`src/rtl/axis_selector_n.sv`:
```
// N-input AXI-Stream selector: a select stream steers one data channel into a
// single registered output slot; out-of-range selects are dropped and counted.
module axis_selector_n #(
  parameter int CHANNELS           = 4,
  parameter int DATA_WIDTH         = 16,
  parameter int SEL_WIDTH          = 2,
  parameter int DISCARD_UNSELECTED = 0,
  parameter int COUNT_WIDTH        = 16
) (
  input  logic                           clk,
  input  logic                           rst,
  input  logic [CHANNELS-1:0]            input_valid,
  input  logic [CHANNELS*DATA_WIDTH-1:0] input_data,
  output logic [CHANNELS-1:0]            input_ready,
  input  logic                           select_valid,
  input  logic [SEL_WIDTH-1:0]           select_data,
  output logic                           select_ready,
  output logic                           output_valid,
  output logic [DATA_WIDTH-1:0]          output_data,
  input  logic                           output_ready,
  output logic [COUNT_WIDTH-1:0]         drop_count
);

  // One extra bit so CHANNELS == 2**SEL_WIDTH is representable.
  localparam logic [SEL_WIDTH:0] CH_L = (SEL_WIDTH+1)'(CHANNELS);

  logic                   r_valid;
  logic [DATA_WIDTH-1:0]  r_data;
  logic [COUNT_WIDTH-1:0] r_cnt;

  logic                  w_in_range;
  logic                  w_slot_free;
  logic                  w_sel_valid;
  logic [DATA_WIDTH-1:0] w_sel_data;
  logic                  w_go;
  logic                  w_load;
  logic                  w_drop;

  always_comb begin
    w_sel_valid = 1'b0;
    w_sel_data  = '0;
    for (int i = 0; i < CHANNELS; i++) begin
      if (select_data == SEL_WIDTH'(i)) begin
        w_sel_valid = input_valid[i];
        w_sel_data  = input_data[i*DATA_WIDTH +: DATA_WIDTH];
      end
    end
  end

  assign w_in_range  = {1'b0, select_data} < CH_L;
  assign w_slot_free = !r_valid || output_ready;

  // Out-of-range selects in mode 0 never touch the output slot, so they
  // bypass backpressure entirely.
  always_comb begin
    w_go = 1'b0;
    if (!rst && select_valid) begin
      if (DISCARD_UNSELECTED != 0) w_go = (&input_valid) && w_slot_free;
      else if (w_in_range)         w_go = w_sel_valid && w_slot_free;
      else                         w_go = 1'b1;
    end
  end

  assign w_load       = w_go && w_in_range;
  assign w_drop       = w_go && !w_in_range;
  assign select_ready = w_go;

  for (genvar i = 0; i < CHANNELS; i++) begin : g_rdy
    if (DISCARD_UNSELECTED != 0) begin : g_all
      assign input_ready[i] = w_go;
    end else begin : g_one
      assign input_ready[i] = w_load && (select_data == SEL_WIDTH'(i));
    end
  end

  always_ff @(posedge clk or posedge rst) begin
    if (rst) begin
      r_valid <= 1'b0;
      r_data  <= '0;
      r_cnt   <= '0;
    end else begin
      if (w_load) begin
        r_valid <= 1'b1;
        r_data  <= w_sel_data;
      end else if (r_valid && output_ready) begin
        r_valid <= 1'b0;
      end
      if (w_drop && r_cnt != '1) r_cnt <= r_cnt + COUNT_WIDTH'(1);
    end
  end

  assign output_valid = r_valid;
  assign output_data  = r_data;
  assign drop_count   = r_cnt;

endmodule
```
`config.mk`:
```
export PLATFORM = sky130hd
export DESIGN_NAME = axis_selector_n
export DESIGN_NICKNAME = d
export VERILOG_FILES = /design/src/rtl/axis_selector_n.sv
export SDC_FILE = /design/constraint.sdc
export NUM_CORES = 1
export LEC_CHECK = 0
export CORE_AREA = 4 4 83 85
export CTS_BUF_LIST = sky130_fd_sc_hd__clkbuf_4
export CTS_CLUSTER_DIAMETER = 80
export DETAILED_ROUTE_END_ITERATION = 7
export DIE_AREA = 0 0 87 89
export PLACE_DENSITY_LB_ADDON = 0.05
export SLEW_MARGIN = 15
export SYNTH_ARGS = -nofsm -noshare
export SYNTH_HDL_FRONTEND = slang
export SYNTH_SLANG_ARGS = --single-unit
```
`constraint.sdc`:
```
create_clock -name clk -period 2.4 [get_ports clk]
set_input_delay 0.36 -clock clk [delete_from_list [all_inputs] [get_ports clk]]
set_output_delay 0.36 -clock clk [all_outputs]
set_load 0.05 [all_outputs]
```
==> flow_summary.ini, run 1 <==
[status]
outcome = finished clean

[flow_run]
cap_violations = 0

[clock_network]
htreeDepth = 1
clk_path_buf_depth = 2
cts_setup_buffers = 0
hold_buffers = 0
clk_latency_ns = 0.29
cts_tree = yes
cts_resized = 0
cts_buffers = 3
clkSinkCount = 17
root_buffer = clkbuf_4
clkSlewWorstSetupHoldPaths_ns = 0.10

[logic_synthesis]
syn_inst = 144
synth_top_cell_area_share = 0.284
ys_seq_elements = 17
yosys_warnings = 0
synth_area_leaders = dfrtp_1 (28%), mux2i_1 (21%), o221ai_2 (10%)
yosysSeqAreaShare = 0.284
avgSynthCellArea_sq_um = 10.4
yosys.area.top_type = dfrtp_1
syn_area_sq_um = 1500
ys_types = 24

[route]
drt_first_pass_iters = 2
via_count = 1436
vias_per_cell = 4.53
routed_wl_mm = 4.84
drt-wirelength-per-cell_um = 15.3
drt_iter0_drc = 42
drc = 0
ant_nets = 0

[floorplanning]
fp-row-count = 29
fp.dieH_um = 89
num_io_pins = 112
chipWidth_um = 87
start_util = 0.241
core-area_sq_um = 6200
die_area_sq_um = 7740

[power]
total_power_mw = 1.45
powerDensity_nw_per_um2 = 567
ir_drop_mv = 0.247
p_leak_nw = 1.13

[critical_path]
cp.arrival_ns = 1.69
critPathCaptureType = output pin
crit_required_ns = 2.04
max_stage_delay_ns = 0.51
reg2reg_depth = 4
worst-r2r-setup-slack_ns = 0.92
start_kind = input port
worstPathCellList = clkdlybuf4s50_1 > mux4_2 > nand3_1 > inv_1 > buf_4
path_class = in2out
cp_max_fo = 3
slowest_stage = mux4_2

[global_routing]
grt.overflow.total = 0
antenna_found_initial = 0
track_usage = 0.120
grt_pass1_wl_mm = 7.27
grt_pass1_vias = 1460
grt_max_degree = 22

[finish]
mostFrequentLayoutCells = clkdlybuf4s50_1 (89), mux2i_1 (32), inv_1 (18)
area_growth_pct = 70.3
mostFrequentLayoutCell = clkdlybuf4s50_1
final_util = 0.411
final_nets = 315
n_antenna_cell = 0
fillers = 609
drive_gt1_frac = 0.179
finalNonFillerCells = 317

[placement]
port_buffers = 95
hpwl_mm = 3.90
dp_cells = 313
place.gp.congestion = 0.724
pre_cts_ws_ns = 0.356

[sta]
slew_headroom = 0.519
fin_crit_ns = 2.05
final.setup.worst_slack_ns = 0.352
finalSetupViolCount = 0
timing.fmax_mhz = 488
rsz0062_at_grt = false
fin_worst_skew_ns = 0.00366
period_share = 0.853
fin_tns_setup_ns = 0
drv_slew = 0
finalHoldViolations = 0
tightest_slew_ns = 0.721

[min_path]
hold_class = in2async
## state kept, by name (all words and copies together) (netlist names)
register,count
output_data,16
output_valid,1
## metrics by stage
stage	hold WS [ns]	area (sq um)
after detailed placement	0.642	2520
after floorplan	0.286	1560
after global placement	0.636	2520
final	0.547	2550
after CTS	0.574	2550
after global routing	0.611	2550
## critical path: cells and delay by family
kind / cells / cell delay, ns
mux: 1 / 0.51
buf+inv: 3 / 0.68
simple gates: 1 / 0.13
## per-layer routing
metal	track usage	share of wire	up-vias
li1	-	-	694
met1	0.135	0.39	679
met2	0.220	0.52	59
met3	0.0415	0.086	4
met4	0.0255	0.0087	0
met5	0	0	-
## kinds of logic (layout without fill, tap and decap cells)
group,Yosys count,in the layout,synth area share
AO/OA/AOI/OAI,32,32,0.229
buffers and inverters,45,126,0.175
flip-flops,17,17,0.284
multiplexers,35,35,0.247
other,1,16,0.00251
AND/OR/NAND/NOR,14,14,0.0627
## path summary, 6_finish.rpt
kind                                            startpoint                           to
worst max-delay path                        input_valid[3]                 select_ready
worst min-delay path                                   rst  output_data[10]$_DFFE_PP0P_
worst max register to register    output_valid$_DFFE_PP0P_  output_data[10]$_DFFE_PP0P_
worst min register to register  output_data[7]$_DFFE_PP0P_   output_data[7]$_DFFE_PP0P_
max in group asynchronous                              rst   output_data[6]$_DFFE_PP0P_
min in group clk                            select_data[0]     output_valid$_DFFE_PP0P_
## power by group
group | switching [mW] | leakage, nW | internal, mW
clock | 0.0954 | 0.0184 | 0.0760
sequential | 0.0393 | 0.208 | 0.357
combinational | 0.506 | 0.899 | 0.372
## area by class of cell
class                   instances  area (sq um)  area share
well taps                      77          96.3      0.0378
flip-flops and latches         17           425       0.167
multi-input cells              97           878       0.345
inverters                      18          67.6      0.0265
repair buffers                104          1050       0.412
clock buffers                   4          30.0      0.0118
## cell usage after synthesis (all sizes together)
| library cell | number |
|---|---|
| mux2i | 32 |
| mux4 | 1 |
| o221ai | 16 |
| nand2 | 3 |
| nor3b | 2 |
| a31o | 16 |
| nand3 | 2 |
| nor2b | 1 |
| buf | 25 |
| mux2 | 2 |
| nand2b | 1 |
| dfrtp | 17 |
| conb | 1 |
| nand3b | 1 |
| clkbuf | 2 |
| nand4 | 1 |
| inv | 18 |
| nand4b | 1 |
| nor2 | 2 |
(Power assumes the default switching activity.)
==> run 2: changes to the inputs <==
--- a/config.mk
+++ b/config.mk
@@ -5,6 +5,7 @@
 export SDC_FILE = /design/constraint.sdc
 export NUM_CORES = 1
 export LEC_CHECK = 0
+export CAP_MARGIN = 5
 export CORE_AREA = 4 4 83 85
 export CTS_BUF_LIST = sky130_fd_sc_hd__clkbuf_4
 export CTS_CLUSTER_DIAMETER = 80
==> results of run 2 <==
Final layout, timing and power as in run 1 (identical DEF).
==> run 3: changes to the inputs <==
--- a/config.mk
+++ b/config.mk
@@ -6,12 +6,13 @@
 export NUM_CORES = 1
 export LEC_CHECK = 0
 export CAP_MARGIN = 5
-export CORE_AREA = 4 4 83 85
+export CORE_AREA = 4 4 72 74
 export CTS_BUF_LIST = sky130_fd_sc_hd__clkbuf_4
 export CTS_CLUSTER_DIAMETER = 80
 export DETAILED_ROUTE_END_ITERATION = 7
-export DIE_AREA = 0 0 87 89
+export DIE_AREA = 0 0 76 78
 export PLACE_DENSITY_LB_ADDON = 0.05
+export SKIP_CTS_REPAIR_TIMING = 1
 export SLEW_MARGIN = 15
 export SYNTH_ARGS = -nofsm -noshare
 export SYNTH_HDL_FRONTEND = slang
==> flow_summary.ini, run 3 (synthesis gave the netlist of run 1 again) <==
[critical_path]
worst-r2r-setup-slack_ns = 0.87
critPathCaptureType = output pin
r2r-start = output_valid$_DFFE_PP0P_
r2r_end = output_data[9]$_DFFE_PP0P_
path_class = in2out
crit_required_ns = 2.04
reg2reg_depth = 4
cp_max_fo = 7
start_kind = input port
cp.arrival_ns = 1.68

[finish]
fillers = 412
drive_gt1_frac = 0.176
finalNonFillerCells = 293
n_antenna_cell = 0
area_growth_pct = 68.6
final_nets = 314
mostFrequentLayoutCells = clkdlybuf4s50_1 (89), mux2i_1 (32), inv_1 (18)
final_util = 0.549
largest_reg_flops = 16
final_cell_area_sq_um = 2520
mostFrequentLayoutCell = clkdlybuf4s50_1

[placement]
dp_cells = 289
place_area_sq_um = 2490
hpwl_mm = 3.61
port_buffers = 95
place.gp.congestion = 0.739

[floorplanning]
chipWidth_um = 76
core-area_sq_um = 4600
die_area_sq_um = 5930
fp-row-count = 25
start_util = 0.325
fp.dieH_um = 78
num_io_pins = 112

[route]
ant_nets = 0
via_count = 1414
drt_first_pass_iters = 4
drt-wirelength-per-cell_um = 15.4
drt_iter0_drc = 50
vias_per_cell = 4.83
routed_wl_mm = 4.50
drc = 0

[global_routing]
grt_pass1_vias = 1438
grt.overflow.total = 0
grt_max_degree = 21
track_usage = 0.143
grt_pass1_wl_mm = 7.02
antenna_found_initial = 0

[power]
powerDensity_nw_per_um2 = 569
power_frac_comb = 0.613
p_leak_nw = 1.12
total_power_mw = 1.44
ir_drop_mv = 0.261
switchingPower_mw = 0.644
p_int_mw = 0.792
p_sw_frac = 0.449
pwr-share-seq = 0.274
clock_power_share = 0.113

[clock_network]
cts_tree = yes
cts_buffers = 3
htreeDepth = 1
clkSlewWorstSetupHoldPaths_ns = 0.11
clk_latency_ns = 0.29
clk_path_buf_depth = 2
clkSinkCount = 17
root_buffer = clkbuf_4

[sta]
finalSetupViolCount = 0
finalHoldViolations = 0
fin_crit_ns = 2.04
tightest_slew_ns = 0.707
rsz0062_at_grt = false
fin_worst_skew_ns = 0.00301
slew_headroom = 0.528
timing.fmax_mhz = 489
period_share = 0.852
fin_tns_setup_ns = 0
drv_slew = 0

[flow_run]
cap_violations = 0

[min_path]
hold_class = in2async

[status]
outcome = finished clean
[run 3: changes by cell type in the layout (fill, tap and decap cells not counted), sizes merged]
cell    change
buf         -1
clkinv      +1
clkbuf      -1
[run 3: stage by stage]
stage          worst slack, ns  hold slack (ns)
6_report                 0.356            0.518
5_1_grt                  0.312            0.587
4_1_cts                  0.366            0.541
3_5_place_dp             0.365            0.637
3_3_place_gp             0.384            0.629
2_1_floorplan            0.121            0.286
[run 3: worst max-delay path by stage]
stage | startpoint | end | slack (ns) | depth (start not counted)
global placement | select_valid | output_data[9]$_DFFE_PP0P_ | 0.38 | 5
floorplan | output_valid$_DFFE_PP0P_ | input_ready[2] | 0.12 | 4
global route | output_ready | input_ready[2] | 0.31 | 5
CTS | output_ready | input_ready[2] | 0.37 | 5
detailed placement | output_ready | input_ready[2] | 0.37 | 5
finish | output_ready | input_ready[2] | 0.36 | 5
[run 3: critical path, cell delays in order]
cell	delay [ns]
clkdlybuf4s50_1	0.44
nand2b_1	0.23
nand3_1	0.17
nor3b_2	0.31
buf_12	0.18
[run 3: power groups by stage]
stage / combinational (mW) / clock, mW / sequential (mW)
after global placement: 0.875 / 0 / 0.400
after global routing: 0.933 / 0.179 / 0.405
final: 0.880 / 0.162 / 0.394
after CTS: 0.889 / 0.170 / 0.395
after detailed placement: 0.884 / 0 / 0.401
after floorplan: 0.327 / 0 / 0.651
[run 3: area by class of cell]
type	instances	area (sq um)	share of cell area
Timing Repair Buffer	103	1060	0.419
Multi-Input combinational cell	97	878	0.348
Sequential cell	17	425	0.169
Inverter	18	67.6	0.0268
Tap cell	54	67.6	0.0268
Clock buffer	3	22.5	0.00893
Clock inverter	1	5.00	0.00198
[run 3: layer usage]
metal | track usage | wire length (um)
met4 | 0.0267 | 21
met3 | 0.0476 | 412
met5 | 0 | 0
met2 | 0.259 | 2370
met1 | 0.164 | 1700
